## config.mk

```make
export PLATFORM = sky130hd
export DESIGN_NAME = cnt_share_arb
export DESIGN_NICKNAME = d
export VERILOG_FILES = /design/src/rtl/cnt_share_arb.sv
export SDC_FILE = /design/constraint.sdc
export NUM_CORES = 1
export LEC_CHECK = 0
export ABC_AREA = 1
export BUFFER_PORTS_ARGS = -buffer_cell sky130_fd_sc_hd__buf_4
export CAP_MARGIN = 30
export CORE_UTILIZATION = 58
export CTS_BUF_LIST = sky130_fd_sc_hd__clkbuf_16
export CTS_CLUSTER_SIZE = 24
export DETAILED_ROUTE_END_ITERATION = 16
export PLACE_DENSITY_LB_ADDON = 0.3
export SYNTH_ARGS = -nofsm -noshare
export SYNTH_HDL_FRONTEND = slang
export SYNTH_SLANG_ARGS = --single-unit
```

## constraint.sdc

```tcl
create_clock -name clk -period 3.9 [get_ports clk]
set_input_delay 0.585 -clock clk [delete_from_list [all_inputs] [get_ports clk]]
set_output_delay 0.585 -clock clk [all_outputs]
set_load 0.05 [all_outputs]
```

## src/rtl/cnt_share_arb.sv

```systemverilog
// Round-robin sequencer that lends one shared 5-bit signed up-counter to N_REQ
// requesters, one counting run per grant, and cross-checks the counter against a shadow.
module cnt_share_arb #(
    parameter  int N_REQ = 4,
    parameter  int LEN_W = 4,
    localparam int ID_W  = $clog2(N_REQ)
) (
    input  logic                     clk,
    input  logic                     rst,
    input  logic [N_REQ-1:0]         req,
    input  logic [N_REQ*LEN_W-1:0]   len_flat,
    input  logic signed [4:0]        cnt_val,
    output logic                     cnt_en,
    output logic [N_REQ-1:0]         grant,
    output logic                     busy,
    output logic                     done,
    output logic [ID_W-1:0]          done_id,
    output logic                     done_err,
    output logic                     err
);

    typedef enum logic [1:0] {
        ST_IDLE = 2'd0,
        ST_RUN  = 2'd1,
        ST_DONE = 2'd2
    } state_t;

    state_t            state_r;
    logic [ID_W-1:0]   ptr_r;
    logic [ID_W-1:0]   cur_id_r;
    logic [LEN_W-1:0]  target_r;
    logic [4:0]        shadow_r;

    logic [ID_W-1:0]   pick_s;
    logic              found_s;
    logic [LEN_W-1:0]  pick_len_s;
    logic [LEN_W-1:0]  pick_tgt_s;
    logic [ID_W-1:0]   ptr_next_s;
    logic              mismatch_s;
    logic              at_target_s;

    // Round-robin search: first set req bit at or after ptr, wrapping at N_REQ.
    always_comb begin
        logic [ID_W:0]   sum_v;
        logic [ID_W-1:0] idx_v;
        logic            hit_v;
        pick_s  = {ID_W{1'b0}};
        found_s = 1'b0;
        for (int k = 0; k < N_REQ; k++) begin
            sum_v   = {1'b0, ptr_r} + (ID_W+1)'(k);
            idx_v   = (sum_v >= (ID_W+1)'(N_REQ)) ? ID_W'(sum_v - (ID_W+1)'(N_REQ))
                                                  : ID_W'(sum_v);
            hit_v   = !found_s && req[idx_v];
            pick_s  = hit_v ? idx_v : pick_s;
            found_s = found_s | hit_v;
        end
    end

    // Run length of the candidate requester; a zero length still gets one RUN cycle.
    always_comb begin
        pick_len_s = {LEN_W{1'b0}};
        for (int i = 0; i < N_REQ; i++) begin
            pick_len_s = (pick_s == ID_W'(i)) ? len_flat[i*LEN_W +: LEN_W] : pick_len_s;
        end
        pick_tgt_s = (pick_len_s == {LEN_W{1'b0}}) ? LEN_W'(1'b1) : pick_len_s;
    end

    assign ptr_next_s  = (cur_id_r == ID_W'(N_REQ-1)) ? {ID_W{1'b0}} : cur_id_r + ID_W'(1'b1);
    assign mismatch_s  = (cnt_val != $signed(shadow_r));
    assign at_target_s = (int'(cnt_val) == (int'(target_r) - 32'sd1));

    // Sequencer state and all registered outputs.
    always_ff @(posedge clk) begin
        if (rst) begin
            state_r  <= ST_IDLE;
            ptr_r    <= {ID_W{1'b0}};
            cur_id_r <= {ID_W{1'b0}};
            target_r <= LEN_W'(1'b1);
            shadow_r <= 5'd0;
            cnt_en   <= 1'b0;
            grant    <= {N_REQ{1'b0}};
            busy     <= 1'b0;
            done     <= 1'b0;
            done_id  <= {ID_W{1'b0}};
            done_err <= 1'b0;
            err      <= 1'b0;
        end else begin
            case (state_r)
                ST_IDLE: begin
                    if (found_s && (cnt_val == 5'sd0)) begin
                        state_r  <= ST_RUN;
                        cur_id_r <= pick_s;
                        target_r <= pick_tgt_s;
                        shadow_r <= 5'd0;
                        cnt_en   <= 1'b1;
                        grant    <= {{(N_REQ-1){1'b0}}, 1'b1} << pick_s;
                        busy     <= 1'b1;
                    end
                end
                ST_RUN: begin
                    shadow_r <= shadow_r + 5'd1;
                    // A counter that disagrees with the shadow ends the run before the target compare.
                    if (mismatch_s) begin
                        state_r  <= ST_DONE;
                        cnt_en   <= 1'b0;
                        done     <= 1'b1;
                        done_id  <= cur_id_r;
                        done_err <= 1'b1;
                        err      <= 1'b1;
                    end else if (at_target_s) begin
                        state_r  <= ST_DONE;
                        cnt_en   <= 1'b0;
                        done     <= 1'b1;
                        done_id  <= cur_id_r;
                        done_err <= 1'b0;
                    end
                end
                ST_DONE: begin
                    state_r  <= ST_IDLE;
                    ptr_r    <= ptr_next_s;
                    grant    <= {N_REQ{1'b0}};
                    busy     <= 1'b0;
                    done     <= 1'b0;
                    done_err <= 1'b0;
                end
                default: begin
                    state_r  <= ST_IDLE;
                    cnt_en   <= 1'b0;
                    grant    <= {N_REQ{1'b0}};
                    busy     <= 1'b0;
                    done     <= 1'b0;
                    done_err <= 1'b0;
                end
            endcase
        end
    end

endmodule
```

==> results.py <==
metrics = {
    "outcome": {
        "status": "finished, final reports clean",
    },
    "synthesis": {
        "synth.net_count": 286,
        "yosysWarnings": 0,
        "yosysUniqueCellTypes": 30,
        "synth_top_area_cell": "dfxtp_1",
        "syn_area_mm2": 0.00171,
        "synthTopCellsByArea": "dfxtp_1 30%, nand2_1 13%, nand3_1 7.6%",
        "syn_inst": 256,
        "ys_ff_latch": 26,
        "ys_seq_area_frac": 0.304,
        "synth_top_cell_area_share": 0.304,
        "synth.avg_cell_area_um2": 6.70,
    },
    "worst_setup_path": {
        "crit_fanout": 11,
        "timing.rr.end": "target_r[2]",
        "cp.required_ps": 4040,
        "cp_num_buf_inv": 2,
        "cpLargestDelayFamily": "simple AND/OR/NAND/NOR gates",
        "start_kind": "register",
        "crit_top_cell": "nand3_1",
        "crit_chain": "inv_2, nand2_1, nand3_1, nand2_2, inv_2, nand3_1, nand3_2, nand2_4, nor2_2, nand2_1, nand3_1, nor2_1, a21oi_1",
        "worstReg2RegStart": "ptr_r[0]",
        "ff2ff_path_depth": 13,
        "r2r_setup_slack_ps": 1700,
        "worst_path_largest_cell_delay_ps": 570,
        "cp.arrival_ps": 2340,
        "end_kind": "register",
        "critPathKind": "register to register",
        "crit_slowest_cell": "dfxtp_1",
    },
    "layout": {
        "num-nets-final": 322,
        "num_antenna_cells": 0,
        "fillers": 250,
        "layoutNonFillerInstCount": 322,
        "final_cell_mix": "61 x nand2_1, 37 x buf_4, 28 x inv_1",
        "drive_gt1_frac": 0.241,
        "syn_to_final_growth_pct": 22.2,
        "layout_commonest_cell": "nand2_1",
    },
    "worst_hold_path": {
        "whs_endpoint": "err",
        "min_from": "err",
        "hold_path_depth": 2,
        "hp-class": "register to register",
    },
    "clocking": {
        "cts_buffers": 3,
        "root_buffer": "clkbuf_16",
        "cts_sinks": 26,
        "cts.clk_slew.worst_paths_ps": 60,
        "hold_buffers": 0,
        "cts_tree": "built",
        "clock_latency_ps": 260,
        "clockBufferDepth": 2,
        "post_cts_resized": 0,
        "htree_num_levels": 1,
        "cts_setup_buffers": 0,
    },
    "drt": {
        "routed_wl_um": 4060,
        "vias": 1765,
        "vias_per_cell": 5.48,
        "drtIter0Drc": 126,
        "wire_per_inst_um": 12.6,
        "drc": 0,
        "firstDrtPassIters": 5,
        "ant_nets": 0,
    },
    "timing": {
        "rsz0062_at_grt": "false",
        "max_slew_margin": 0.621,
        "fin_skew_ps": 3.59,
        "tightest_slew_ps": 563,
        "setup-tns-final_ps": 0,
        "fin_crit_ps": 2200,
        "setup_viol": 0,
        "slew_viol_final": 0,
        "fmax_mhz": 454,
        "finalCritPeriodShare": 0.565,
        "hold_viol": 0,
    },
    "grt": {
        "grt.overflow.total": 0,
        "grt_max_degree": 16,
        "grt_first_pass_wirelength_um": 6770,
        "antenna_found_initial": 0,
        "grt_util_all_layers": 0.263,
        "grt_pass1_vias": 1643,
    },
    "die": {
        "dieArea_mm2": 0.00318,
        "num_io_pins": 38,
        "rows": 19,
        "die_h_um": 56.4,
        "core_area_mm2": 0.00278,
        "die_w_um": 56.4,
        "initial_utilization": 0.616,
    },
    "placement": {
        "dp.cells": 318,
        "numPortBuffers": 37,
        "hpwl_um": 3040,
        "routabilityCongestion": 0.847,
    },
    "power": {
        "ir_drop_mv": 0.475,
        "leakagePower_nw": 0.999,
        "cellPowerDensity_mw_per_mm2": 318,
    },
    "run": {
        "cap_violations": 0,
    },
}
==> metal layers <==
layer  track usage  up-vias  share of wire
met5             0        -              0
met4        0.0627        0         0.0096
met3        0.0553        6          0.058
met2         0.457       58           0.48
met1         0.334      804           0.45
li1              -      897              -
==> synthesized netlist by cell type, drive strengths merged <==
cell type  count
a21boi         1
a21oi         23
a31o           1
buf            3
clkbuf         3
dfxtp         26
ha             3
inv           32
nand2         72
nand3         30
nand3b         3
nand4          4
nor2          25
nor3           1
nor4           2
o21ai         16
or2            2
xnor2          5
xor2           4
==> logic make-up after synthesis <==
family / share of synthesized area
flip-flops: 0.304
XOR/XNOR: 0.0460
adder cells (fa/ha/maj): 0.0219
buffers and inverters: 0.0942
AND/OR/NAND/NOR: 0.409
AO/OA/AOI/OAI: 0.126
==> layout make-up <==
class / instances / area (um^2) / share of cell area
clock buffers: 3 / 75.1 / 0.0358
clock inverters: 1 / 30.0 / 0.0143
inverters: 32 / 120 / 0.0573
multi-input cells: 192 / 1030 / 0.493
flip-flops and latches: 26 / 520 / 0.249
well taps: 31 / 38.8 / 0.0185
repair buffers: 37 / 278 / 0.133
==> report_power, final <==
group | total, W | switching (W) | internal [W]
Combinational | 0.000101 | 0.0000589 | 0.0000419
Clock | 0.000293 | 0.0000890 | 0.000204
Sequential | 0.000271 | 0.00000280 | 0.000269
==> tightest hold or removal path, cell delays in order, from the launching register on <==
cell and delay, ps:
dfxtp_1 310, inv_1 50, a21oi_1 60
==> per-stage QoR <==
stage	util	total power [W]	hold slack, ps	area (um^2)	setup WS, ps
floorplan	-	0.000342	457	1710	2040
global placement	0.715	0.000375	442	1990	1720
detailed placement	0.715	0.000377	455	1990	1710
CTS	0.753	0.000666	464	2090	1700
global route	0.753	0.000690	483	2090	1480
finish	0.753	0.000665	458	2090	1700
==> sequential cells by signal (all words and copies together) (netlist names) <==
signal	flops
ptr_r	2
done	1
target_r	4
err	1
shadow_r	5
busy	1
done_id	2
cur_id_r	2
cnt_en	1
grant	4
done_err	1
state_r	2
==> worst max path at each step <==
stage,startpoint,end,cells after the start
2_1_floorplan,req[0],target_r[0],14
3_3_place_gp,req[1],target_r[0],15
3_5_place_dp,req[1],target_r[0],15
4_1_cts,ptr_r[0],target_r[2],13
5_1_grt,ptr_r[0],target_r[1],13
6_report,ptr_r[0],target_r[2],13
No activity file was read; power rests on OpenSTA's default activity.
